[config.mk]
export PLATFORM = sky130hd
export DESIGN_NAME = fp_div_seq_core
export DESIGN_NICKNAME = d
export VERILOG_FILES = /design/src/rtl/fp_div_pkg.sv /design/src/rtl/fp_div_mant_step.sv /design/src/rtl/fp_div_seq_core.sv
export SDC_FILE = /design/constraint.sdc
export NUM_CORES = 1
export LEC_CHECK = 0
export ABC_CLOCK_PERIOD_IN_PS = 9600
export CAP_MARGIN = 20
export CORE_MARGIN = 8
export CORE_UTILIZATION = 60
export CTS_CLUSTER_DIAMETER = 40
export CTS_CLUSTER_SIZE = 25
export DETAILED_ROUTE_END_ITERATION = 10
export PLACE_DENSITY = 0.93
export SYNTH_ARGS = -nofsm -noshare
export SYNTH_HDL_FRONTEND = slang
export SYNTH_SLANG_ARGS = --single-unit
[constraint.sdc]
create_clock -name clk -period 9.6 [get_ports clk]
set_clock_uncertainty 0.15 [all_clocks]
set_input_delay 1.44 -clock clk [delete_from_list [all_inputs] [get_ports clk]]
set_output_delay 1.44 -clock clk [all_outputs]
set_load 0.01 [all_outputs]
[src/rtl/fp_div_pkg.sv]
// Shared constants and types for the sequential binary32 divider.
package fp_div_pkg;

    localparam int unsigned BIAS   = 127;
    localparam int unsigned EXP_W  = 8;
    localparam int unsigned MANT_W = 23;
    localparam int unsigned QBITS  = 26;

    localparam logic [31:0] QNAN    = 32'h7FC0_0000;
    localparam logic [31:0] POS_INF = 32'h7F80_0000;

    typedef enum logic [2:0] {
        IDLE    = 3'd0,
        SPECIAL = 3'd1,
        DIVIDE  = 3'd2,
        ROUND   = 3'd3,
        DONE    = 3'd4
    } state_e;

    typedef struct packed {
        logic invalid;
        logic div_zero;
        logic overflow;
        logic underflow;
        logic inexact;
    } flags_t;

endpackage

[src/rtl/fp_div_mant_step.sv]
// Combinational restoring-division step retiring BITS_PER_CYCLE quotient bits, MSB first.
module fp_div_mant_step
    import fp_div_pkg::*;
#(
    parameter int unsigned BITS_PER_CYCLE = 1
) (
    input  logic [MANT_W+1:0]         rem_i,
    input  logic [MANT_W:0]           div_i,
    output logic [MANT_W+1:0]         rem_o,
    output logic [BITS_PER_CYCLE-1:0] q_o
);

    logic [MANT_W+1:0] r_v;

    // After a subtract the remainder is below the divisor, so the left shift never drops a set bit.
    always_comb begin
        r_v = rem_i;
        q_o = '0;
        for (int unsigned i = 0; i < BITS_PER_CYCLE; i++) begin
            if (r_v >= {1'b0, div_i}) begin
                r_v = r_v - {1'b0, div_i};
                q_o[BITS_PER_CYCLE-1-i] = 1'b1;
            end
            r_v = {r_v[MANT_W:0], 1'b0};
        end
        rem_o = r_v;
    end

endmodule

[src/rtl/fp_div_seq_core.sv]
// Multi-cycle binary32 divider: one-cycle special-case resolution, otherwise
// restoring mantissa division followed by round-to-nearest-even.
module fp_div_seq_core
    import fp_div_pkg::*;
#(
    parameter int unsigned BITS_PER_CYCLE = 1,
    parameter logic [31:0] QNAN_VALUE     = QNAN
) (
    input  logic        clk,
    input  logic        rst,
    input  logic        in_valid,
    output logic        in_ready,
    input  logic [31:0] a,
    input  logic [31:0] b,
    input  logic        a_zero,
    input  logic        b_zero,
    input  logic        a_inf,
    input  logic        b_inf,
    input  logic        a_nan,
    input  logic        b_nan,
    input  logic        a_denormal,
    input  logic        b_denormal,
    input  logic        res_sign,
    output logic        out_valid,
    input  logic        out_ready,
    output logic [31:0] result,
    output logic        flg_invalid,
    output logic        flg_div_zero,
    output logic        flg_overflow,
    output logic        flg_underflow,
    output logic        flg_inexact
);

    localparam int unsigned NCYC  = (QBITS + BITS_PER_CYCLE - 1) / BITS_PER_CYCLE;
    localparam int unsigned CNT_W = $clog2(NCYC + 1);

    state_e                  state_q, state_d;
    logic [CNT_W-1:0]        cnt_q, cnt_d;
    logic [MANT_W+1:0]       rem_q, rem_d;
    logic [MANT_W:0]         div_q, div_d;
    logic [QBITS-1:0]        quo_q, quo_d;
    logic signed [9:0]       exp_q, exp_d;
    logic                    sign_q, sign_d;
    logic [31:0]             res_q, res_d;
    flags_t                  flg_q, flg_d;
    logic [31:0]             pres_q, pres_d;
    flags_t                  pflg_q, pflg_d;

    logic [MANT_W+1:0]       step_rem;
    logic [BITS_PER_CYCLE-1:0] step_q;

    fp_div_mant_step #(
        .BITS_PER_CYCLE(BITS_PER_CYCLE)
    ) u_step (
        .rem_i(rem_q),
        .div_i(div_q),
        .rem_o(step_rem),
        .q_o  (step_q)
    );

    // Denormal operands are flushed, so they join the zero class.
    logic a_zc, b_zc, is_special;
    logic [31:0] spec_res;
    flags_t      spec_flg;

    assign a_zc       = a_zero | a_denormal;
    assign b_zc       = b_zero | b_denormal;
    assign is_special = a_nan | b_nan | a_inf | b_inf | a_zc | b_zc;

    always_comb begin
        spec_res = '0;
        spec_flg = '0;
        if (a_nan || b_nan) begin
            spec_res         = QNAN_VALUE;
            spec_flg.invalid = (a_nan & ~a[22]) | (b_nan & ~b[22]);
        end else if ((a_inf && b_inf) || (a_zc && b_zc)) begin
            spec_res         = QNAN_VALUE;
            spec_flg.invalid = 1'b1;
        end else if (a_inf) begin
            spec_res = {res_sign, POS_INF[30:0]};
        end else if (b_inf || a_zc) begin
            spec_res = {res_sign, 31'd0};
        end else begin
            spec_res          = {res_sign, POS_INF[30:0]};
            spec_flg.div_zero = 1'b1;
        end
    end

    logic [MANT_W:0]   ma, mb;
    logic              a_lt;
    logic [MANT_W+1:0] rem_init;
    logic [9:0]        exp_init;

    assign ma       = {1'b1, a[MANT_W-1:0]};
    assign mb       = {1'b1, b[MANT_W-1:0]};
    assign a_lt     = ma < mb;
    assign rem_init = a_lt ? {ma, 1'b0} : {1'b0, ma};
    assign exp_init = {2'b00, a[30:23]} - {2'b00, b[30:23]} + 10'(BIAS) - {9'd0, a_lt};

    // Quotient layout: [25:2] mantissa incl. hidden bit, [1] guard, [0] round.
    logic [MANT_W:0]   mant24;
    logic              g_bit, r_bit, s_bit, rnd_up;
    logic [MANT_W+1:0] mant_r;
    logic signed [9:0] exp_f;
    logic [31:0]       rnd_res;
    flags_t            rnd_flg;

    always_comb begin
        mant24  = quo_q[QBITS-1:2];
        g_bit   = quo_q[1];
        r_bit   = quo_q[0];
        s_bit   = |rem_q;
        rnd_up  = g_bit & (r_bit | s_bit | mant24[0]);
        mant_r  = {1'b0, mant24} + {{(MANT_W+1){1'b0}}, rnd_up};
        exp_f   = exp_q + {9'd0, mant_r[MANT_W+1]};
        rnd_flg = '0;
        rnd_flg.inexact = g_bit | r_bit | s_bit;
        if (exp_f >= 10'sd255) begin
            rnd_res          = {sign_q, POS_INF[30:0]};
            rnd_flg.overflow = 1'b1;
            rnd_flg.inexact  = 1'b1;
        end else if (exp_f <= 10'sd0) begin
            rnd_res           = {sign_q, 31'd0};
            rnd_flg.underflow = 1'b1;
            rnd_flg.inexact   = 1'b1;
        end else begin
            rnd_res = {sign_q, exp_f[EXP_W-1:0], mant_r[MANT_W-1:0]};
        end
    end

    always_comb begin
        state_d = state_q;
        cnt_d   = cnt_q;
        rem_d   = rem_q;
        div_d   = div_q;
        quo_d   = quo_q;
        exp_d   = exp_q;
        sign_d  = sign_q;
        res_d   = res_q;
        flg_d   = flg_q;
        pres_d  = pres_q;
        pflg_d  = pflg_q;
        case (state_q)
            IDLE: begin
                if (in_valid) begin
                    if (is_special) begin
                        pres_d  = spec_res;
                        pflg_d  = spec_flg;
                        state_d = SPECIAL;
                    end else begin
                        rem_d   = rem_init;
                        div_d   = mb;
                        quo_d   = '0;
                        exp_d   = exp_init;
                        sign_d  = res_sign;
                        cnt_d   = '0;
                        state_d = DIVIDE;
                    end
                end
            end
            SPECIAL: begin
                res_d   = pres_q;
                flg_d   = pflg_q;
                state_d = DONE;
            end
            DIVIDE: begin
                rem_d = step_rem;
                quo_d = {quo_q[QBITS-1-BITS_PER_CYCLE:0], step_q};
                cnt_d = cnt_q + 1'b1;
                if (cnt_q == CNT_W'(NCYC - 1)) state_d = ROUND;
            end
            ROUND: begin
                res_d   = rnd_res;
                flg_d   = rnd_flg;
                state_d = DONE;
            end
            DONE: begin
                if (out_ready) begin
                    res_d   = '0;
                    flg_d   = '0;
                    state_d = IDLE;
                end
            end
            default: state_d = IDLE;
        endcase
    end

    always_ff @(posedge clk) begin
        if (rst) begin
            state_q <= IDLE;
            cnt_q   <= '0;
            rem_q   <= '0;
            div_q   <= '0;
            quo_q   <= '0;
            exp_q   <= '0;
            sign_q  <= 1'b0;
            res_q   <= '0;
            flg_q   <= '0;
            pres_q  <= '0;
            pflg_q  <= '0;
        end else begin
            state_q <= state_d;
            cnt_q   <= cnt_d;
            rem_q   <= rem_d;
            div_q   <= div_d;
            quo_q   <= quo_d;
            exp_q   <= exp_d;
            sign_q  <= sign_d;
            res_q   <= res_d;
            flg_q   <= flg_d;
            pres_q  <= pres_d;
            pflg_q  <= pflg_d;
        end
    end

    assign in_ready      = (state_q == IDLE);
    assign out_valid     = (state_q == DONE);
    assign result        = res_q;
    assign flg_invalid   = flg_q.invalid;
    assign flg_div_zero  = flg_q.div_zero;
    assign flg_overflow  = flg_q.overflow;
    assign flg_underflow = flg_q.underflow;
    assign flg_inexact   = flg_q.inexact;

    // Operand signs arrive pre-combined as res_sign; bit 23 of the rounded mantissa is the hidden one.
    logic unused_bits;
    assign unused_bits = ^{a[31], b[31], mant_r[MANT_W]};

endmodule

==> metrics.cfg, run 1 <==
[timing]
setup_viol = 0
rsz0062_at_grt = false
worst_pin_slew_ns = 0.9412
period_needed_ns = 5.786
relSlewSlack_pct = 37.25
fmax_mhz = 172.8
drv_slew = 0
period_share_pct = 60.27
fin_ws_ns = 3.814
hold_viol_final = 0
tns_ns = 0

[worst_hold_path]
hold_start = result[2]
hold_depth = 2
hp-class = flop to flop
hold_end = result[2]

[power]
power_uw = 1520
vdd_drop_max_mv = 0.09260
cellPowerDensity_nw_per_um2 = 145.2
power.leakage_uw = 0.004158

[worst_setup_path]
cp.arrival_ns = 6.00
reg2reg_depth = 15
cp-end-kind = flop
r2r-start = quo_q[1]
cp_max_fo = 25
worstPathRequired_ns = 9.81
reg2reg_setup_slack_ns = 4.84
critPathKind = input pin to flop
start_kind = input pin
r2r_end = result[7]
crit_start = b[21]

[finish]
antenna_cells = 0
fin_util_pct = 73.12
nNetsFinal = 1347
area_growth_syn_to_layout_pct = 21.16
layout-drive-gt1-share_pct = 4.290

[logic_synthesis]
synth_edf_count = 0
yosys.area.top_type_share_pct = 31.52
synth_area_leaders = dfxtp_1 32%, ha_1 9.7%, a21oi_1 7.3%, nand2_1 7.3%, inv_1 3.3%
yosysMostFrequentCell = nand2_1
ys_async_sr_fraction_pct = 0
ys.flop_type = dfxtp_1
ys_warn_count = 0
synth_common_cells = 168 x nand2_1, 136 x dfxtp_1, 126 x a21oi_1, 77 x inv_1, 67 x ha_1
avgSynthCellArea_sq_um = 7.747
yosysTopAreaCell = dfxtp_1
synth-seq-cells = 136
syn_inst = 1115
syn_nets = 1262
synth_cell_type_count = 67
ys_seq_area_share_pct = 31.52
synth_area_sq_um = 8638

[clock_network]
cts_buffers = 17
cts-root-buf = clkbuf_16
clock-sinks = 136
cts_setup_buffers = 0
clk_pin_slew_ns = 0.06
cts_hold_buf = 0
cts_tree = yes
htree_levels = 4
cts.repair.resized = 0
clk_latency_ns = 0.43
cts_buffer_depth = 2

[route]
drt_wl_total_mm = 23.54
drtPass1Iterations = 6
drcViolationCount = 0
ant_nets = 0
drtIter0Drc = 719
dr_total_vias = 8532
viasPerCell = 6.112
routedWlPerCell_microns = 16.86

[die]
row_count = 44
fp.dieW_microns = 136.0
dieArea_sq_um = 18490
die_y_microns = 136.0
start_util_pct = 60.35
ios = 116
coreArea_sq_um = 14310

[global_route]
grt_busiest_layer = met2
grt_pass1_vias = 8227
grt_max_degree = 75
grt_first_pass_wirelength_mm = 39.13
overflow = 0
grt_use_met1_pct = 31.47
grtUsageMet3_pct = 4.582
use_met2_pct = 43.36
grt_usage_pct = 25.72
antenna_found_initial = 0

[placement]
place.gp.congestion = 0.9202
port_buffers = 113
pre_cts_ws_ns = 3.440
dp_hpwl_mm = 16.49

[outcome]
outcome = finished, final reports clean

[flow_run]
cap_violations = 0

## where the power goes
part | switching [uW] | total, uW | leakage [uW] | internal (uW)
Clock | 254 | 728 | 0.000310 | 475
Combinational | 116 | 218 | 0.00275 | 102
Sequential | 3.74 | 573 | 0.00110 | 569
## worst max path at each step
| stage | end | slack [ns] | cells after the start |
|---|---|---|---|
| floorplan | exp_q[9] | 4.46 | 22 |
| global placement | exp_q[9] | 3.61 | 21 |
| detailed placement | exp_q[9] | 3.44 | 21 |
| CTS | exp_q[9] | 3.87 | 21 |
| global route | exp_q[9] | 3.60 | 21 |
| finish | exp_q[9] | 3.81 | 21 |
## critical path, cell delays in order
cell	delay, ns
clkdlybuf4s50_1	0.49
inv_1	0.05
ha_1	0.28
a21o_1	0.19
a21o_1	0.21
or3_1	0.45
a2111o_1	0.48
nand2_4	0.36
inv_2	0.12
ha_1	0.21
ha_1	0.20
inv_1	0.08
fa_1	0.19
nor2b_1	0.07
o21ai_0	0.20
a21oi_1	0.12
o21ai_0	0.17
nand2b_1	0.10
a2111oi_0	0.41
a21oi_1	0.08
nor2_1	0.11
## per-stage QoR
stage	hold WS [ns]	cells	area, sq um
2_1_floorplan	0.2853	1115	8638
3_3_place_gp	0.2843	1364	9807
3_5_place_dp	0.2877	1365	9814
4_1_cts	0.2957	1396	10470
5_1_grt	0.3131	1396	10470
6_report	0.2928	1396	10470
## flip-flops by register name (all words and copies together) (netlist names), 2 cells and up
signal	count
exp_q	10
pflg_q	2
cnt_q	5
pres_q	3
div_q	24
rem_q	25
result	32
state_q	3
quo_q	26
## metal layers
metal | share of wire [%] | wire, microns
met2 | 48 | 11310
met1 | 42 | 9888
met5 | 0 | 0
met4 | 3.2 | 744
met3 | 6.8 | 1596
## cells in the final DEF (no fill, tap or decap), types with 27 or more instances in the layout
cell,count
inv_1,77
a21oi_1,126
xnor2_1,27
nand2_1,168
ha_1,67
clkdlybuf4s50_1,112
o21ai_1,32
xor2_1,31
o21ai_0,33
dfxtp_1,136
nor2_1,58
nand3_1,54
## cell type report
class / instances / area, sq um
inverter: 78 / 292.8
clock buffer: 21 / 460.4
fill: 1098 / 3847
tap: 184 / 230.2
sequential: 136 / 2723
clock inverter: 10 / 191.4
timing repair buffer: 121 / 1186
multi-input combinational: 846 / 5383
## cell families (layout without fill, tap and decap cells)
group	after synthesis	after routing	synth area share (%)
AO/OA/AOI/OAI	299	299	21.58
adder cells (fa/ha/maj)	70	70	10.40
buffers and inverters	133	230	6.272
AND/OR/NAND/NOR	390	390	20.83
multiplexers	29	29	3.520
XOR/XNOR	58	58	5.881
flip-flops	136	136	31.52
(Power assumes the default switching activity.)
==> run 2: changes to the inputs <==
- ABC_CLOCK_PERIOD_IN_PS: 9600 -> 6000
- CORE_UTILIZATION: 60 -> 56
- PLACE_DENSITY: 0.93 -> 0.88
- clock period: 9.6 -> 6 ns (I/O delays scaled with it)
==> run 2 against run 1 <==
Final area decreased by 0.53%. Final cell count rose by 0.36%. Non-clock buffer count unchanged. Critical path depth unchanged. Combinational power increased by 59%. Hold slack about the same. Largest cell class unchanged.
==> metrics.cfg, run 2 (synthesized netlist as in run 1, its figures left out) <==
[route]
drtIter0Drc = 656  ; -8.8%
dr_total_vias = 8363  ; -2.0%
ant_nets = 0  ; unchanged
drt_wl_total_mm = 22.50  ; -4.4%
drtPass1Iterations = 5  ; -1
routedWlPerCell_microns = 16.06  ; -4.8%
drcViolationCount = 0  ; unchanged
viasPerCell = 5.969  ; -2.3%

[power]
clkPwrFrac_pct = 45.2  ; -2.7 points
cellInternalPower_uw = 1679  ; +46%
pwr-share-comb_pct = 15.0  ; +0.6 points
netSwitchingPower_uw = 620.8  ; +66%
pwr-share-seq_pct = 39.8  ; +2.1 points
vdd_drop_max_mv = 0.2101  ; +130%
sw_frac_of_total_pct = 26.99  ; +2.4 points
cellPowerDensity_nw_per_um2 = 220.9  ; +52%
power.leakage_uw = 0.004138  ; -0.49%

[finish]
layout-drive-gt1-share_pct = 4.534  ; +0.24 points
area_growth_syn_to_layout_pct = 20.52
antenna_cells = 0  ; unchanged
final_common_cell = nand2_1
final_cell_mix = 168 x nand2_1, 136 x dfxtp_1, 126 x a21oi_1
n_fill_cell = 1213  ; +10%
design_area_sq_um = 10410  ; -0.53%
nNetsFinal = 1347  ; unchanged
largest_reg_flops = 32  ; unchanged
fin_util_pct = 68.74  ; -4.4 points

[clock_network]
htree_levels = 4  ; unchanged
clk_latency_ns = 0.43  ; about the same
cts_buffer_depth = 2  ; unchanged
cts.repair.resized = 0  ; unchanged
clk_pin_slew_ns = 0.06  ; about the same
cts-root-buf = clkbuf_16
cts_setup_buffers = 0  ; unchanged
clock-sinks = 136  ; unchanged
cts_hold_buf = 0  ; unchanged
cts_buffers = 17  ; unchanged
cts_tree = yes

[worst_setup_path]
critPathTopFamily = compound AO/OA/AOI/OAI gates
cp_slowest_cell = clkdlybuf4s50_1
cp.arrival_ns = 5.12  ; -0.88 ns
reg2reg_depth = 14  ; -1
path_cells = clkdlybuf4s50_1, inv_1, ha_1, a21o_1, a21o_1, or3_1, a2111o_1, nand2_4, inv_2, ha_1, ha_1, inv_1, fa_1, nor2b_1, o21ai_0, a21oi_1, o21ai_0, nand2b_1, a2111oi_0, a21oi_1, nor2_1
reg2reg_setup_slack_ns = 1.23  ; -3.61 ns
start_kind = input pin
r2r-start = quo_q[4]
cp_max_fo = 3  ; -88%
cp-end-kind = flop
path_buf_inv = 4  ; unchanged
cp.depth = 21  ; unchanged
worstPathRequired_ns = 6.21  ; -3.60 ns
r2r_end = result[10]
critPathMaxStageDelay_ns = 0.49  ; about the same
crit_top_cell = ha_1
critPathKind = input pin to flop

[die]
die_y_microns = 140.2  ; +3.1%
ios = 116  ; unchanged
start_util_pct = 57.03  ; -3.3 points
dieArea_sq_um = 19660  ; +6.3%
fp.dieW_microns = 140.2  ; +3.1%
coreArea_sq_um = 15150  ; +5.8%
row_count = 45  ; +2.3%

[placement]
post_dp_cell_area_sq_um = 9823  ; about the same
dp_hpwl_mm = 16.15  ; -2.1%
port_buffers = 113  ; unchanged
place.gp.congestion = 0.8891  ; -3.4%

[timing]
tns_ns = 0  ; unchanged
holdWs_ns = 0.2927  ; -0.00007700 ns
rsz0062_at_grt = false
period_share_pct = 81.85
period_needed_ns = 4.911
worst_pin_slew_ns = 1.049  ; +0.1073 ns
hold_viol_final = 0  ; unchanged
setup_viol = 0  ; unchanged
relSlewSlack_pct = 30.10  ; -7.2 points
fmax_mhz = 203.6
drv_slew = 0  ; unchanged

[worst_hold_path]
hold_end = result[2]
hold_depth = 2  ; unchanged
hp-class = flop to flop
hold_start = result[2]

[global_route]
antenna_found_initial = 0  ; unchanged
grt_usage_pct = 22.81  ; -2.9 points
grt_pass1_vias = 7851  ; -4.6%
grt_first_pass_wirelength_mm = 37.41  ; -4.4%
overflow = 0  ; unchanged
grt_max_degree = 98  ; +31%

[outcome]
outcome = finished, final reports clean

[flow_run]
cap_violations = 0  ; unchanged

run 2: cell count changes in the layout (fill, tap and decap cells not counted), sizes merged:
cell,previous run,this run
clkbuf,21,19
bufinv,5,1
inv,79,84
clkinv,2,5
clkinvlp,2,1
run 2: power by group through the flow:
stage / combinational, uW / clock [uW] / sequential, uW
2_1_floorplan: 229 / 0 / 937
5_1_grt: 383 / 1080 / 916
4_1_cts: 347 / 1040 / 916
3_5_place_dp: 342 / 0 / 936
3_3_place_gp: 331 / 0 / 936
6_report: 346 / 1040 / 916
run 2: tightest hold or removal path, stage by stage (launching register included):
cell	delay [ns]
dfxtp_1	0.31
nand2_1	0.05
o21ai_1	0.05
run 2: cell type report:
class                      count  area (sq um)  area share, %
multi-input combinational    846          5383          51.70
timing repair buffer         121          1190          11.43
clock buffer                  19         452.9          4.350
sequential                   136          2723          26.15
clock inverter                13         135.1          1.298
tap                          188         235.2          2.259
inverter                      78         292.8          2.812
run 2: stage by stage:
stage	power, uW	std cells	setup WS (ns)
3_5_place_dp	1277	1369	0.6967
2_1_floorplan	1166	1115	1.396
3_3_place_gp	1267	1368	0.8671
6_report	2300	1401	1.089
5_1_grt	2380	1401	0.8118
4_1_cts	2304	1401	1.063
run 2: how the worst max path moves through the flow:
| stage | start | end |
|---|---|---|
| 3_3_place_gp | b[21] | exp_q[9] |
| 6_report | b[21] | exp_q[9] |
| 2_1_floorplan | b[21] | exp_q[9] |
| 5_1_grt | b[21] | exp_q[9] |
| 3_5_place_dp | b[21] | exp_q[9] |
| 4_1_cts | b[21] | exp_q[9] |
run 2: layer usage:
metal | global-route usage, % | routed length (microns) | vias to the layer above
met2 | 38.41 | 10830 | 310
met4 | 8.229 | 461 | 0
met1 | 28.27 | 9665 | 3878
met5 | 0 | 0 | -
li1 | - | - | 4135
met3 | 4.689 | 1545 | 40
==> run 3: changes to the inputs <==
- ABC_CLOCK_PERIOD_IN_PS: 6000 -> 4090
- CORE_UTILIZATION: 56 -> 51
- PLACE_DENSITY: 0.88 -> 0.85
- clock period: 6 -> 4.09 ns (I/O delays scaled with it)
==> run 3 against run 2 <==
Sequential power up 46%. Combinational power rose by 68%. Critical path type unchanged. Register-to-register slack got worse by 1.1 ns. Non-clock buffer count grew 52. Via count increased by 4.0%. Setup slack lost 0.92 ns.
==> metrics.cfg, run 3 (synthesized netlist as in run 1, its figures left out) <==
[finish]
area_growth_syn_to_layout_pct = 28.35
regArea_sq_um = 2726  ; +0.14%
antenna_cells = 0  ; unchanged
nNetsFinal = 1399  ; +3.9%
largest_reg_flops = 32  ; unchanged
design_area_sq_um = 11090  ; +6.5%
multiInputGateArea_sq_um = 5594  ; +3.9%
final_cell_mix = 167 x nand2_1, 133 x dfxtp_1, 121 x a21oi_1
final_common_cell = nand2_1
layout-drive-gt1-share_pct = 11.38  ; +6.8 points
n_fill_cell = 1341  ; +11%

[power]
vdd_drop_max_mv = 0.2970  ; +41%
cellPowerDensity_nw_per_um2 = 313.1  ; +42%
power.leakage_uw = 0.004439  ; +7.3%

[global_route]
grt_usage_pct = 21.50  ; -1.3 points
overflow = 0  ; unchanged
antenna_found_initial = 0  ; unchanged
grt_pass1_vias = 8264  ; +5.3%
grt_first_pass_wirelength_mm = 39.12  ; +4.6%
grt_max_degree = 75  ; -23%

[die]
die_y_microns = 146.1  ; +4.2%
start_util_pct = 52.09  ; -4.9 points
row_count = 47  ; +4.4%
dieArea_sq_um = 21360  ; +8.7%
fp.dieW_microns = 146.1  ; +4.2%
coreArea_sq_um = 16580  ; +9.5%
ios = 116  ; unchanged

[worst_setup_path]
reg2reg_setup_slack_ns = 0.18  ; -1.05 ns
r2r_end = result[3]
cp.arrival_ns = 4.13  ; -0.99 ns
critPathKind = input pin to flop
path_cells = clkdlybuf4s50_1, inv_1, ha_4, a21oi_2, o21ai_2, or3_4, a2111o_1, nand2_4, inv_2, ha_1, ha_2, inv_1, fa_2, nor2b_1, o21ai_1, a21oi_2, o21ai_1, nand2b_1, a2111oi_4, a21oi_1, nor2_1
cp_slowest_cell = clkdlybuf4s50_1
cp_max_fo = 2  ; -1
r2r-start = quo_q[12]
worstPathRequired_ns = 4.30  ; -1.91 ns
start_kind = input pin
critPathMaxStageDelay_ns = 0.49  ; about the same
reg2reg_depth = 16  ; +2
cp-end-kind = flop

[timing]
tns_ns = 0  ; unchanged
relSlewSlack_pct = 34.07  ; +4.0 points
hold_viol_final = 0  ; unchanged
fmax_mhz = 255.1
holdWs_ns = 0.2928  ; +0.00007000 ns
setup_viol = 0  ; unchanged
drv_slew = 0  ; unchanged
worst_pin_slew_ns = 0.9890  ; -0.05955 ns
period_share_pct = 95.85
period_needed_ns = 3.920

[clock_network]
cts_buffer_depth = 2  ; unchanged
htree_levels = 4  ; unchanged
clk_pin_slew_ns = 0.06  ; about the same
clock-sinks = 136  ; unchanged
cts_buffers = 17  ; unchanged
cts-root-buf = clkbuf_16
clk_latency_ns = 0.42  ; about the same
cts_hold_buf = 0  ; unchanged
cts_tree = yes

[placement]
dp_hpwl_mm = 16.75  ; +3.7%
post_dp_cell_area_sq_um = 10260  ; +4.5%
place.gp.congestion = 0.9617  ; +8.2%
port_buffers = 113  ; unchanged

[route]
drt_wl_total_mm = 23.93  ; +6.4%
drcViolationCount = 0  ; unchanged
ant_nets = 0  ; unchanged
routedWlPerCell_microns = 16.12  ; +0.36%
dr_total_vias = 8701  ; +4.0%
drtIter0Drc = 621  ; -5.3%
viasPerCell = 5.859  ; -1.8%
drtPass1Iterations = 5  ; unchanged

[flow_run]
cap_violations = 0  ; unchanged

[worst_hold_path]
hp-class = flop to flop
hold_depth = 2  ; unchanged
hold_start = result[17]
hold_end = result[17]

[outcome]
outcome = finished, final reports clean

-- run 3: cell type report --
class / count / share of cell area (%)
well taps: 220 / 2.483
inverters: 78 / 2.641
clock buffers: 18 / 3.961
repair buffers: 173 / 14.49
clock inverters: 14 / 1.377
flip-flops and latches: 136 / 24.59
multi-input cells: 846 / 50.46
-- run 3: metal layers --
layer  global-route usage, %  wire [microns]  part of all wire, %  vias to the layer above
met5                       0               0                    0                        -
met4                   9.480             762                  3.2                        0
met3                   3.801            1556                  6.5                       67
met2                   36.37           11560                   48                      355
met1                   26.23           10050                   42                     4042
li1                        -               -                    -                     4237
-- run 3: through the flow --
| step | instances | util [%] | worst slack [ns] | total power, uW |
|---|---|---|---|---|
| floorplan | 1115 | - | 0.0003269 | 1718 |
| global placement | 1450 | 61.88 | -0.3643 | 1906 |
| detailed placement | 1450 | 61.88 | -0.4564 | 1919 |
| CTS | 1483 | 65.81 | 0.01203 | 3463 |
| global route | 1485 | 66.86 | -0.06175 | 3598 |
| finish | 1485 | 66.86 | 0.1698 | 3471 |
-- run 3: worst max-delay path by stage --
stage,start,to,slack [ns],cells after the start
after floorplan,b[21],exp_q[8],0.0003,20
after global placement,b[21],exp_q[8],-0.36,19
after detailed placement,b[21],exp_q[9],-0.46,21
after CTS,b[13],exp_q[9],0.01,21
after global routing,quo_q[12],result[4],-0.06,17
final,b[17],exp_q[9],0.17,21
-- run 3: worst max-delay path: cells and delay by family --
kind,cells,cell delay (ns)
compound gates,8,1.32
fa+ha+maj,4,0.77
simple gates,5,0.75
buf+inv,4,0.67
-- run 3: timing repair --
action,CTS,global route
resized for setup,12,32
hold endpoints to repair,0,0
setup buffers,1,2
setup endpoints to repair,6,34
pin swaps,9,6
-- run 3: where the power goes --
group	internal [uW]	leakage, uW	switching [uW]
Sequential	1340	0.00110	8.83
Clock	882	0.000284	661
Combinational	289	0.00306	294
